## src/rtl/can_tx_arbiter.sv

```systemverilog
// can_tx_arbiter: lowest-id arbitration of NUM_MB mailboxes onto one CAN tx.
// Define CANARB_WDOG_EN to add the tx_busy rise watchdog (mb_err).
module can_tx_arbiter #(
  parameter int NUM_MB       = 4,
  parameter int IDX_W        = 3,
  parameter int BUSY_TIMEOUT = 16
) (
  input  logic                   HCLK,
  input  logic                   HRESET,
  input  logic                   arb_en,
  input  logic [NUM_MB-1:0]      mb_req,
  input  logic [NUM_MB*29-1:0]   mb_id,
  input  logic [NUM_MB*27-1:0]   mb_cmd,
  input  logic [NUM_MB*64-1:0]   mb_data,
  output logic [NUM_MB-1:0]      mb_done,
  output logic [NUM_MB-1:0]      mb_err,
  input  logic                   tx_busy,
  output logic                   tx_startXmit,
  output logic [7:0]             tx_quantaDiv,
  output logic [5:0]             tx_propQuanta,
  output logic [5:0]             tx_seg1Quanta,
  output logic [3:0]             tx_datalen,
  output logic                   tx_format,
  output logic [1:0]             tx_frameType,
  output logic [28:0]            tx_id,
  output logic [63:0]            tx_xmitdata,
  output logic                   grant_valid,
  output logic [IDX_W-1:0]       grant_idx,
  output logic                   arb_busy
);

  if ((2**IDX_W) < NUM_MB || BUSY_TIMEOUT < 2) begin : g_bad_param
    $error("can_tx_arbiter: parameter out of range");
  end

  typedef enum logic [2:0] {
    IDLE,
    START,
    WAIT_BUSY,
    WAIT_DONE,
    DONE
  } state_e;

  state_e            state_q, state_d;
  logic [28:0]       id_q, id_d;
  logic [26:0]       cmd_q, cmd_d;
  logic [63:0]       data_q, data_d;
  logic [IDX_W-1:0]  idx_q, idx_d;
  logic              gv_q, gv_d;
  logic              start_q, start_d;
  logic              abusy_q, abusy_d;
  logic [NUM_MB-1:0] done_q, done_d;
  logic [NUM_MB-1:0] grant_oh;
  logic              wd_expire;

  logic              win_found;
  logic [IDX_W-1:0]  win_idx;
  logic [28:0]       win_id;
  logic [26:0]       win_cmd;
  logic [63:0]       win_data;

  // Strict less-than keeps the lowest index on equal ids.
  always_comb begin
    win_found = 1'b0;
    win_idx   = '0;
    win_id    = '0;
    win_cmd   = '0;
    win_data  = '0;
    for (int i = 0; i < NUM_MB; i++) begin
      if (mb_req[i] && (!win_found || mb_id[i*29 +: 29] < win_id)) begin
        win_found = 1'b1;
        win_idx   = IDX_W'(i);
        win_id    = mb_id[i*29 +: 29];
        win_cmd   = mb_cmd[i*27 +: 27];
        win_data  = mb_data[i*64 +: 64];
      end
    end
  end

  assign grant_oh = NUM_MB'(1) << idx_q;

`ifdef CANARB_WDOG_EN
  localparam int CNT_W = $clog2(BUSY_TIMEOUT + 1);

  logic [CNT_W-1:0]  cnt_q, cnt_d;
  logic [NUM_MB-1:0] err_q, err_d;

  // Expiry is decided one cycle early so mb_err lands BUSY_TIMEOUT after START.
  assign wd_expire = (state_q == WAIT_BUSY) && !tx_busy &&
                     (cnt_q == CNT_W'(BUSY_TIMEOUT - 2));

  always_comb begin
    cnt_d = cnt_q;
    err_d = '0;
    if (state_q == START) begin
      cnt_d = '0;
    end else if (state_q == WAIT_BUSY) begin
      cnt_d = cnt_q + 1'b1;
    end
    if (wd_expire) begin
      err_d = grant_oh;
    end
  end

  assign mb_err = err_q;
`else
  assign wd_expire = 1'b0;
  assign mb_err    = '0;
`endif

  always_comb begin
    state_d = state_q;
    id_d    = id_q;
    cmd_d   = cmd_q;
    data_d  = data_q;
    idx_d   = idx_q;
    unique case (state_q)
      IDLE: begin
        if (arb_en && win_found) begin
          state_d = START;
          id_d    = win_id;
          cmd_d   = win_cmd;
          data_d  = win_data;
          idx_d   = win_idx;
        end
      end
      START: begin
        state_d = WAIT_BUSY;
      end
      WAIT_BUSY: begin
        if (tx_busy) begin
          state_d = WAIT_DONE;
        end else if (wd_expire) begin
          state_d = IDLE;
        end
      end
      WAIT_DONE: begin
        if (!tx_busy) begin
          state_d = DONE;
        end
      end
      DONE: begin
        state_d = IDLE;
      end
      default: begin
        state_d = IDLE;
      end
    endcase
    start_d = (state_d == START);
    gv_d    = (state_d != IDLE);
    abusy_d = (state_d != IDLE);
    done_d  = (state_d == DONE) ? grant_oh : '0;
  end

  always_ff @(posedge HCLK) begin
    if (HRESET) begin
      state_q <= IDLE;
      id_q    <= '0;
      cmd_q   <= '0;
      data_q  <= '0;
      idx_q   <= '0;
      gv_q    <= 1'b0;
      start_q <= 1'b0;
      abusy_q <= 1'b0;
      done_q  <= '0;
`ifdef CANARB_WDOG_EN
      cnt_q   <= '0;
      err_q   <= '0;
`endif
    end else begin
      state_q <= state_d;
      id_q    <= id_d;
      cmd_q   <= cmd_d;
      data_q  <= data_d;
      idx_q   <= idx_d;
      gv_q    <= gv_d;
      start_q <= start_d;
      abusy_q <= abusy_d;
      done_q  <= done_d;
`ifdef CANARB_WDOG_EN
      cnt_q   <= cnt_d;
      err_q   <= err_d;
`endif
    end
  end

  assign tx_startXmit  = start_q;
  assign tx_quantaDiv  = cmd_q[26:19];
  assign tx_propQuanta = cmd_q[18:13];
  assign tx_seg1Quanta = cmd_q[12:7];
  assign tx_datalen    = cmd_q[6:3];
  assign tx_format     = cmd_q[2];
  assign tx_frameType  = cmd_q[1:0];
  assign tx_id         = id_q;
  assign tx_xmitdata   = data_q;
  assign grant_valid   = gv_q;
  assign grant_idx     = idx_q;
  assign arb_busy      = abusy_q;
  assign mb_done       = done_q;

endmodule
```

## config.mk

```make
export PLATFORM = sky130hd
export DESIGN_NAME = can_tx_arbiter
export DESIGN_NICKNAME = d
export VERILOG_FILES = /design/src/rtl/can_tx_arbiter.sv
export SDC_FILE = /design/constraint.sdc
export NUM_CORES = 1
export LEC_CHECK = 0
export ABC_CLOCK_PERIOD_IN_PS = 6630
export BUFFER_PORTS_ARGS = -buffer_cell sky130_fd_sc_hd__buf_2
export CORE_AREA = 2 2 243 245
export DETAILED_ROUTE_END_ITERATION = 10
export DIE_AREA = 0 0 245 247
export PLACE_DENSITY_LB_ADDON = 0.1
export SLEW_MARGIN = 15
export SYNTH_ARGS = -nofsm -noshare
export SYNTH_HDL_FRONTEND = slang
export SYNTH_SLANG_ARGS = --single-unit
```

## constraint.sdc

```tcl
create_clock -name HCLK -period 6.63 [get_ports HCLK]
set_clock_uncertainty 0.1 [all_clocks]
set_input_delay 0 -clock HCLK [delete_from_list [all_inputs] [get_ports HCLK]]
set_output_delay 0 -clock HCLK [all_outputs]
set_load 0.01 [all_outputs]
```

==> out/qor.yml <==
run_status: "completed"
grt.total_usage_pct: 18.9
syn_inst: 1434
yosys_most_used_dff: "dfxtp_1"
h-tree-depth: 4
clk_latency_ns: 0.47
clk_pin_slew_worst_paths_ns: 0.07
vdd_drop_max_mv: 0.194
finalHoldViolCount: 0
clock_path_buffers: 2
grt_max_degree: 103
ys_types: 52
avgRoutedWirePerCell_um: 18.5
via_per_inst: 4.57
crit_required_ns: 6.92
finalNonFillerCells: 3334
initial_core_util_pct: 18.4
critPathMaxStageDelay_ns: 0.37
final-setup-viol-count: 0
path_class: "input port to register"
worstMarginPinSlew_ns: 1.14
crit_slowest_cell: "a311oi_4"
relSlewSlack_pct: 23.9
critPathMaxFanout: 12
final_common_cell: "buf_2"
netlist_area_sq_um: 10700
fp.dieH_um: 247
finalPower_mw: 4.08
ys_async_sr_fraction_pct: 0
antenna_found_initial: 9
synthTopCellsByArea: "dfxtp_1 24%, o211ai_1 15%, a211oi_2 12%, ha_1 9.8%, nand2_1 9.0%"
hpwl_um: 44000
drt_iter0_markers: 611
place_area_sq_um: 15600
die_area_sq_um: 60500
startpoint_type: "input port"
period_share_pct: 95.2
yosysTopAreaCell: "dfxtp_1"
drv_cap: 0
coreArea_sq_um: 58200
dr.pass1.iters: 5
ys_seq_area_share_pct: 24.5
fill_cells: 6203
final_cell_mix: "614 x buf_2, 424 x dlygate4sd3_1, 256 x nand2_1"
holdPathStages: 4
drive_gt1_share_pct: 37.9
power-per-cell-area_nw_per_um2: 194
num_io_pins: 622
place_congestion: 0.843
routed_wl_um: 61600
timing.hold.ws_ns: 0.0831
portBuffers: 616
cts_made_buffers: 17
min_path_type: "input port to register"
ant_nets: 0
end_kind: "register"
finalCriticalPeriod_ns: 6.31
final_net_count: 3115
avgSynthCellArea_sq_um: 7.47
drc: 0
area_delta_synth_final_pct: 95.9
drv_slew: 0
synth-seq-cells: 131
die_width_um: 245
max_freq_mhz: 158
p_leak_nw: 9.28
final_cell_area_sq_um: 21000
grt_pass1_vias: 15366
rows: 89
cpMostUsedCell: "buf_4"
overflow: 0
arrival_ns: 6.60
grt_pass1_wl_um: 88300
cts_tree: "built"
ys_warn_count: 0
synth-edff-count: 0
cts_root_buf: "clkbuf_16"
dp_cells: 2859
synth_top_area_share_pct: 24.5
r2r_cells: 5
cts.sinks: 131
vias: 15250
## metrics by stage
stage          TNS (ns)  worst slack [ns]  util [%]
4_1_cts               0            0.0281      35.3
3_5_place_dp     -72.17            -0.627      26.9
5_1_grt        -0.00924          -0.00553      36.0
2_1_floorplan         0           0.00597         -
3_3_place_gp     -76.21            -0.653      26.9
6_report              0             0.317      36.0
## worst max-delay path: cells and delay by family
kind / cells / cell delay (ns)
compound gates: 20 / 3.56
fa+ha+maj: 3 / 0.79
buf+inv: 11 / 1.55
simple gates: 5 / 0.67
## final timing paths
check	from	to	slack, ns
max	mb_req[0]	tx_id[21]	0.32
min	arb_en	grant_idx[1]	0.08
max reg2reg	state_q[1]	cmd_q[3]	4.26
min reg2reg	cmd_q[4]	cmd_q[4]	0.40
## layout make-up
type / instances / area, sq um / area share (%)
repair buffers: 1229 / 9110 / 43.4
multi-input cells: 1160 / 7600 / 36.2
flip-flops and latches: 131 / 2620 / 12.5
well taps: 773 / 967 / 4.61
clock buffers: 20 / 457 / 2.18
clock inverters: 11 / 200 / 0.954
inverters: 4 / 15.0 / 0.0715
diodes: 6 / 15.0 / 0.0715
## sequential cells by signal, summed over array words and instances, names as in the netlist
signal and cells:
tx_id 29, cmd_q 27, state_q 3, mb_done 4
grant_idx 2, tx_xmitdata 64, arb_busy 1, tx_startXmit 1
## cells in the mapped netlist, types with 2 or more instances
master,number
nor3_1,12
nand4_1,14
a211oi_2,101
o21ai_1,4
nand3b_1,3
nor4_1,5
nor2_1,164
buf_2,17
clkbuf_1,103
buf_6,11
o21a_1,2
buf_1,6
a211oi_1,24
o211ai_1,211
o21ai_0,45
nor2b_1,4
o22ai_1,2
buf_4,6
and4_1,3
nand3_1,7
o211a_1,2
dfxtp_1,131
a21oi_1,176
nand2_1,256
a21o_1,10
nand2b_1,3
inv_1,4
ha_1,84
## repair_timing
item,4_1_cts,5_1_grt
buffers inserted,0,9
gates cloned,0,5
endpoints found under the setup margin,117,122
resized for setup,2,42
pin swaps,0,36
hold buffers,424,0
endpoints found under the hold margin,128,0
## logic make-up after synthesis
| logic type | share of synthesized area, % |
|---|---|
| other | 0.0350 |
| adders and majority gates | 9.81 |
| AOI/OAI and AO/OA | 41.2 |
| buffers and inverters | 6.33 |
| and+or+nand+nor | 18.2 |
| DFF | 24.5 |
## layer usage
| metal | global-route usage [%] | wire length (um) |
|---|---|---|
| met5 | 0 | 47 |
| met4 | 6.53 | 1470 |
| met3 | 3.99 | 3400 |
| met2 | 32.3 | 30100 |
| met1 | 23.4 | 26600 |
## where the power goes
part	switching, mW	internal (mW)	total [mW]
clock network	0.424	0.687	1.11
logic	1.04	0.993	2.03
registers	0.0534	0.887	0.940
No activity file was read; power rests on OpenSTA's default activity.
